**src/rtl/serial_byte_assembler_pkg.sv**
```systemverilog
// ---------------------------------------------------------------------------
// serial_byte_assembler_pkg
// Shared constants and helpers for the serial byte assembler.
//   DEF_WIDTH : default number of data bits per word (8, matches the decoder)
//   cnt_w()   : bit counter width. It is sized for WIDTH+1 so that one
//               counter width covers both the plain frame and the frame
//               that carries a trailing parity bit.
// Optional feature macro used by the design: PARITY_CHECK_EN
// ---------------------------------------------------------------------------
package serial_byte_assembler_pkg;

    localparam int DEF_WIDTH = 8;

    function automatic int cnt_w(input int width);
        return $clog2(width + 2);
    endfunction

endpackage

```
**src/rtl/ser_shift_collector.sv**
```systemverilog
// ---------------------------------------------------------------------------
// ser_shift_collector
// Shifts a bit-serial stream into a WIDTH-bit register. It counts the bits
// in the current frame and accumulates even parity over the data bits.
// When the last bit of a frame is sampled, frame_done pulses for that one
// cycle. frame_data then carries the completed word, including a final data
// bit that is being sampled on that same edge.
//
// Parameters:
//   WIDTH     : data bits per word (2..16)
//   MSB_FIRST : 1 -> the first bit ends up in frame_data[WIDTH-1]
//               0 -> the first bit ends up in frame_data[0]
//   PARITY_EN : 1 -> the frame has one extra trailing even-parity bit
//   CW        : counter width
//
// Ports:
//   clk        : rising-edge clock
//   clear      : asynchronous active-low reset
//   ser_in     : serial data bit
//   ser_valid  : ser_in is sampled on this edge
//   frame_done : one-cycle pulse on the edge that completes a frame
//   frame_data : completed word, valid while frame_done=1
//   parity_ok  : parity check result, valid while frame_done=1 and PARITY_EN
//   count      : number of bits collected in the current frame
// ---------------------------------------------------------------------------
module ser_shift_collector
    import serial_byte_assembler_pkg::*;
#(
    parameter int WIDTH     = DEF_WIDTH,
    parameter bit MSB_FIRST = 1'b1,
    parameter bit PARITY_EN = 1'b0,
    parameter int CW        = cnt_w(WIDTH)
) (
    input  logic             clk,
    input  logic             clear,
    input  logic             ser_in,
    input  logic             ser_valid,
    output logic             frame_done,
    output logic [WIDTH-1:0] frame_data,
    output logic             parity_ok,
    output logic [CW-1:0]    count
);

    localparam int            FRAME_LEN = PARITY_EN ? WIDTH + 1 : WIDTH;
    localparam logic [CW-1:0] LAST_IDX  = CW'(FRAME_LEN - 1);
    localparam logic [CW-1:0] DATA_BITS = CW'(WIDTH);

    logic [WIDTH-1:0] shift_q, shift_d;
    logic [WIDTH-1:0] shifted;
    logic [CW-1:0]    count_q, count_d;
    logic             parity_q, parity_d;

    // The register contents after ser_in has been shifted in. The shift
    // direction decides which end of the word the first bit lands on.
    always_comb begin
        if (MSB_FIRST) begin
            shifted = {shift_q[WIDTH-2:0], ser_in};
        end else begin
            shifted = {ser_in, shift_q[WIDTH-1:1]};
        end
    end

    // Next-state logic. Only data bits enter the shift register and the
    // parity accumulator. A trailing parity bit is compared but never stored.
    // The counter and parity accumulator restart on the completion edge.
    always_comb begin
        shift_d    = shift_q;
        count_d    = count_q;
        parity_d   = parity_q;
        frame_done = 1'b0;
        if (ser_valid) begin
            if (count_q < DATA_BITS) begin
                shift_d  = shifted;
                parity_d = parity_q ^ ser_in;
            end
            if (count_q == LAST_IDX) begin
                frame_done = 1'b1;
                count_d    = '0;
                parity_d   = 1'b0;
            end else begin
                count_d = count_q + 1'b1;
            end
        end
    end

    // In a plain frame the final data bit arrives on the completion edge, so
    // the word is taken from the freshly shifted value. In a parity frame all
    // data bits are already in the register.
    assign frame_data = PARITY_EN ? shift_q : shifted;
    assign parity_ok  = ~(parity_q ^ ser_in);
    assign count      = count_q;

    always_ff @(posedge clk or negedge clear) begin
        if (!clear) begin
            shift_q  <= '0;
            count_q  <= '0;
            parity_q <= 1'b0;
        end else begin
            shift_q  <= shift_d;
            count_q  <= count_d;
            parity_q <= parity_d;
        end
    end

endmodule

```
**src/rtl/serial_byte_assembler.sv**
```systemverilog
// ---------------------------------------------------------------------------
// serial_byte_assembler
// Collects a bit-serial stream into WIDTH-bit words. Each word is presented
// to the downstream decoder through a one-entry holding register with a
// valid/ready handshake. A word that completes while the holding register
// is still full and not being accepted is dropped, and the sticky overrun
// flag is set.
//
// Optional feature macro: PARITY_CHECK_EN
//   When it is defined, each frame carries a trailing even-parity bit.
//   Frames that fail the check are discarded and set the sticky parity_err
//   output.
//
// Parameters:
//   WIDTH     : data bits per word (2..16)
//   MSB_FIRST : 1 -> the first received bit lands in word_out[WIDTH-1]
//               0 -> the first received bit lands in word_out[0]
//
// Ports:
//   clk         : rising-edge clock
//   clear       : asynchronous active-low reset
//   ser_in      : serial data bit
//   ser_valid   : ser_in is sampled on this edge
//   word_out    : assembled word (decoder input bus)
//   word_valid  : word_out holds an unconsumed word
//   word_ready  : downstream accepts word_out on an edge where word_valid=1
//   overrun     : sticky, a completed word was dropped
//   overrun_clr : synchronous clear for overrun (and for parity_err)
//   bit_count   : bits collected in the current frame
//   parity_err  : sticky parity mismatch flag (PARITY_CHECK_EN only)
// ---------------------------------------------------------------------------
module serial_byte_assembler
    import serial_byte_assembler_pkg::*;
#(
    parameter int WIDTH     = DEF_WIDTH,
    parameter int MSB_FIRST = 1
) (
    input  logic                       clk,
    input  logic                       clear,
    input  logic                       ser_in,
    input  logic                       ser_valid,
    output logic [WIDTH-1:0]           word_out,
    output logic                       word_valid,
    input  logic                       word_ready,
    output logic                       overrun,
    input  logic                       overrun_clr,
    output logic [$clog2(WIDTH+1)-1:0] bit_count
`ifdef PARITY_CHECK_EN
    ,
    output logic                       parity_err
`endif
);

    localparam int CW = cnt_w(WIDTH);
    localparam int BW = $clog2(WIDTH + 1);

`ifdef PARITY_CHECK_EN
    localparam bit PAR_EN = 1'b1;
`else
    localparam bit PAR_EN = 1'b0;
`endif

    logic             frame_done;
    logic [WIDTH-1:0] frame_data;
    logic             parity_ok;
    logic [CW-1:0]    count;
    logic             frame_ok;
    logic             set_ovr;

    logic [WIDTH-1:0] word_q, word_d;
    logic             valid_q, valid_d;
    logic             overrun_q, overrun_d;

    ser_shift_collector #(
        .WIDTH     (WIDTH),
        .MSB_FIRST (MSB_FIRST != 0),
        .PARITY_EN (PAR_EN),
        .CW        (CW)
    ) u_collector (
        .clk        (clk),
        .clear      (clear),
        .ser_in     (ser_in),
        .ser_valid  (ser_valid),
        .frame_done (frame_done),
        .frame_data (frame_data),
        .parity_ok  (parity_ok),
        .count      (count)
    );

    // A completed frame may only reach the holding register if it passes
    // parity. Without the parity feature every completed frame qualifies.
    assign frame_ok = frame_done & (~PAR_EN | parity_ok);

    // Holding register and handshake. An acceptance frees the slot, and a
    // word that completes on that same edge refills it with no bubble.
    // A completing word with nowhere to go is dropped and flags overrun.
    // A set of overrun on the same edge as overrun_clr takes priority.
    always_comb begin
        word_d  = word_q;
        valid_d = valid_q;
        set_ovr = 1'b0;
        if (valid_q && word_ready) begin
            valid_d = 1'b0;
        end
        if (frame_ok) begin
            if (!valid_q || word_ready) begin
                word_d  = frame_data;
                valid_d = 1'b1;
            end else begin
                set_ovr = 1'b1;
            end
        end
        overrun_d = set_ovr | (overrun_q & ~overrun_clr);
    end

    always_ff @(posedge clk or negedge clear) begin
        if (!clear) begin
            word_q    <= '0;
            valid_q   <= 1'b0;
            overrun_q <= 1'b0;
        end else begin
            word_q    <= word_d;
            valid_q   <= valid_d;
            overrun_q <= overrun_d;
        end
    end

`ifdef PARITY_CHECK_EN
    logic perr_q, perr_d;

    // Sticky parity error. A new mismatch wins over a simultaneous clear.
    always_comb begin
        perr_d = (frame_done & ~parity_ok) | (perr_q & ~overrun_clr);
    end

    always_ff @(posedge clk or negedge clear) begin
        if (!clear) begin
            perr_q <= 1'b0;
        end else begin
            perr_q <= perr_d;
        end
    end

    assign parity_err = perr_q;
`endif

    assign word_out   = word_q;
    assign word_valid = valid_q;
    assign overrun    = overrun_q;
    assign bit_count  = count[BW-1:0];

endmodule

```
**config.mk**
```make
export PLATFORM = sky130hd
export DESIGN_NAME = serial_byte_assembler
export DESIGN_NICKNAME = d
export VERILOG_FILES = /design/src/rtl/serial_byte_assembler_pkg.sv /design/src/rtl/ser_shift_collector.sv /design/src/rtl/serial_byte_assembler.sv
export SDC_FILE = /design/constraint.sdc
export NUM_CORES = 1
export LEC_CHECK = 0
export CORE_MARGIN = 2
export CORE_UTILIZATION = 29
export DETAILED_ROUTE_END_ITERATION = 8
export GPL_TIMING_DRIVEN = 0
export PLACE_DENSITY = 0.52
export SYNTH_ARGS = -nofsm -noshare
export SYNTH_HDL_FRONTEND = slang
export SYNTH_HIERARCHICAL = 1
export SYNTH_SLANG_ARGS = --single-unit
```
**constraint.sdc**
```tcl
create_clock -name clk -period 2.25 [get_ports clk]
set_input_delay 0.675 -clock clk [delete_from_list [all_inputs] [get_ports clk]]
set_output_delay 0.675 -clock clk [all_outputs]
set_load 0.03 [all_outputs]
```
# After elaboration in Yosys (flattened, before gate mapping)
# Cells that the tools add are included.
totals:
  ff_bits: 21
  in_bits: 6
  out_inout_bits: 14
  word_cells: 24
op_classes:
  addsub: 1
  magnitude_cmp: 1
  n_eq_ne: 1
  n_mux: 8
  n_bitwise: 3
  reduce_logical: 5
ops:
  columns: ["operator", "n"]
  rows:
  - ["two-way mux 1 bit", 7]
  - ["adder 4 x 1 -> 4 bit (second input constant)", 1]
  - ["== test 4 x 3 -> 1 bit (second input constant)", 1]
  - ["less-than comparator 4 bit (second input constant)", 1]
  - ["two-way mux 4 bit", 1]
  - ["AND reduction 2 bit", 2]
  - ["AND 1 bit", 1]
  - ["logical AND 1 bit", 1]
  - ["logical NOT 1 bit", 1]
  - ["logical OR 1 bit", 1]
  - ["inverter 1 bit", 1]
  - ["OR 1 bit", 1]

# Longest topological paths before layout
depth:
  ltp_word: 5
  mapped_depth: 5

# By module
# Netlist, hierarchy kept.
by_module_without_submodules:
  columns: ["mod", "n_inst", "cells_per_inst", "area_each_um2", "seq_area_each_um2"]
  rows:
  - ["ser_shift_collector", 1, 39, 565.5, 300.3]
  - ["serial_byte_assembler", 1, 24, 412.9, 250.2]

# Worst setup path after synthesis
# OpenSTA, ideal clock, no wires.
synth_path:
  path_type: "register to register"
  startpoint: "register u_collector.count_q[1], in the netlist u_collector/count[1]"
  endpoint: "register word_q[0], in the netlist word_out[0]"
  arrival_ps: 1738
  required_ps: 2125
  setup_slack_ps: 387
  stages_incl_launch_ff: 6
  path_buffers: 0
  period_less_slack_ps: 1863
  cell_sequence: "dfrtp_1 > ha_1 > nand2_1 > nor3b_1 > nand2_4 > mux2_4"
synth_between:
  elab_chain_len: 4
synth_lines:
  columns: ["element", "line", "text"]
  rows:
  - ["start: declaration", "ser_shift_collector.sv:50", "logic [CW-1:0] count_q, count_d;"]
  - ["start signal: assignment", "ser_shift_collector.sv:100", "count_q <= count_d;"]
  - ["== test 4 x 3 -> 1 bit", "ser_shift_collector.sv:76", "if (count_q == LAST_IDX) begin"]
  - ["two-way mux 1 bit", "ser_shift_collector.sv:76", null]
  - ["two-way mux 1 bit", "ser_shift_collector.sv:71", "if (ser_valid) begin"]
  - ["via frame_done", "serial_byte_assembler.sv:63", "logic frame_done;"]
  - ["AND reduction 2 bit (no source line)", null, null]
  - ["end signal: assignment", "serial_byte_assembler.sv:122", "word_q <= word_d;"]
  - ["end: declaration", "serial_byte_assembler.sv:70", "logic [WIDTH-1:0] word_q, word_d;"]
# The timed path passes the listed nets, and every way through them passes these cells.
# A chain may end at the register's enable or synchronous reset.

# Worst setup path after layout
layout_path:
  startpoint: "register u_collector.count_q[2], in the netlist u_collector/count[2]"
  endpoint: "output port bit_count[2]"
layout_rtl:
  columns: ["element", "line", "text"]
  rows:
  - ["end: declaration", "serial_byte_assembler.sv:47", "output logic [$clog2(WIDTH+1)-1:0] bit_count"]
# No word-level cell between the ends.

==> run metrics <==
Setup Skew=0.004279 ns; hold crit path type=reg2reg; slowest CP cell=clkdlybuf4s50_1; vias in the first global route=roughly 500; Initial Util=slightly above 30%; post-route minimum period=approximately 2.1 ns; total gr overflow=0; Pleak=around 0.57 nW; crit path buf inv count=1; Hold Slack=a little over 0.5 ns; layout cell share with drive strength beyond 1=31.25%; Worst path max stage delay=approximately 0.7 ns; Crit Path Class=reg2out; floorplan row count=20; Sink Count=21; CP startpoint=u_collector/count[2]$_DFFE_PN0P_; wire length per cell=about 11 um; drt pass-1 iters=2; CTS root buffer=clkbuf_4; Finished Cell Area=between 0.001 and 0.0015 sq mm; # port buffers=19; Num CTS Buffers=3; PwrDens=roughly 1400 mW/mm^2; Post-Syn Nets=64; commonest non-fill, non-tap cell in the layout=dfrtp_1; Nets=88; Tot Pwr=between 1.5 and 2 mW; synthesized cell area=917.1 sq um; largest net degree at the start of global routing=22; Global Route Usage Sum=a little under a tenth; RSZ-0062 raised after global routing=no; Critical Path Start Type=flip-flop; final hold vios=0; final design utilization=roughly two fifths; worst path arrival time=1.42 ns; Fmax=between 400 and 500 MHz; final clock period utilization by the worst path=93.14%; setup violators final=0; number of antenna violations at the first check in global routing=0; crit-path cells=clkdlybuf4s50_1; CTS max path bufs=2; Final Max Slew Viols=0; DIE AREA=0.003628 sq mm; Placed Area=approximately 0.0012 sq mm; Antenna Nets Post-Route=0; slew at the pin with the worst max-slew slack=slightly above 0.9 ns; FF-to-FF Start=u_collector/count[0]$_DFFE_PN0P_; Reg clk slew, reported paths=between 0.1 and 0.15 ns; Die Y-Extent=60.24 um; syn avg cell area=about 16 sq um; H-tree depth=1; Via density=between 3 and 4; placed cell count=120; HP Start=u_collector/shift_q[6]$_DFFE_PN0P_; DRC Markers=0; status=completed; max-cap check violation count=0; Core Box Area=0.003028 sq mm; DP HPWL=approximately 1000 um; DR vias=494; CP max FO=4; YS warnings=6; Synth Instances=57; Total Wirelength=around 1400 um; Die W=roughly 60 um; Post-CTS Hold Buffers=0; fill cell count=roughly 300; clk_lat worst skew=~0.29 ns; synthesis-to-finish area growth=30.01%; maximum vdd drop=0.3156 mV; antenna diode count=0; most frequent cells in the layout=dfrtp_1, clkdlybuf4s50_1, mux2_4; CTS tree=done; fin cells=between 100 and 150; IO Pins=20; family with the most delay on the worst path=buffers and inverters; first-pass GRT wire length=between 2000 and 2500 um; Crit path required time=between 1.5 and 2 ns; Crit. End Element=primary output; Final GP Congestion=~0.69; Rel. slew slack=between 30% and 40%; initial DRC count=11
## path summary, 6_finish.rpt
path,slack [ns],endpoint,depth (start not counted)
setup reg to reg,0.46,word_out[0]$_DFFE_PN0P_,5
hold / removal,0.52,word_out[7]$_DFFE_PN0P_,1
setup / recovery,0.15,bit_count[2],1
hold reg to reg,0.52,word_out[7]$_DFFE_PN0P_,1
max in group asynchronous,0.82,u_collector/count[1]$_DFFE_PN0P_,1
min in group asynchronous,0.88,word_out[3]$_DFFE_PN0P_,1
## per-layer routing
metal  global-route usage (%)  part of all wire [%]  vias to the layer above
li1                         -                     -                      243
met1                    12.21                    50                      238
met2                    13.35                    45                       11
met3                    1.515                   3.5                        2
met4                    6.667                   1.9                        0
met5                        0                     0                        -
## state kept, by name, summed over array words and instances (netlist names)
register / count
u_collector/count: 4
overrun: 1
u_collector/shift_q: 7
word_valid: 1
word_out: 8
## what timing repair did
action                                  4_1_cts  5_1_grt
setup buffers                                 0        0
resized for setup                             0        1
endpoints found under the setup margin        0        1
## where the power goes
part / switching (mW) / total, mW / internal, mW
registers: 0.135 / 0.683 / 0.547
clock network: 0.110 / 0.176 / 0.0661
logic: 0.361 / 0.816 / 0.455
## area by class of cell
type                            instances  area (sq um)  area share [%]
Inverter                                3         11.26          0.9444
Buffer                                  2         27.53           2.309
Clock inverter                          1         5.005          0.4197
Sequential cell                        21         525.5           44.07
Clock buffer                            3         22.52           1.889
Multi-Input combinational cell         31         352.8           29.59
Tap cell                               44         55.05           4.617
Timing Repair Buffer                   19         192.7           16.16
## per-stage QoR
step,setup TNS (ns),setup slack [ns]
after floorplan,0,0.4239
after global placement,-0.9422,-0.1204
after detailed placement,-1.042,-0.1360
after CTS,0,0.03912
after global routing,0,0.09258
final,0,0.1544
Power figures use the tool's default switching activity.
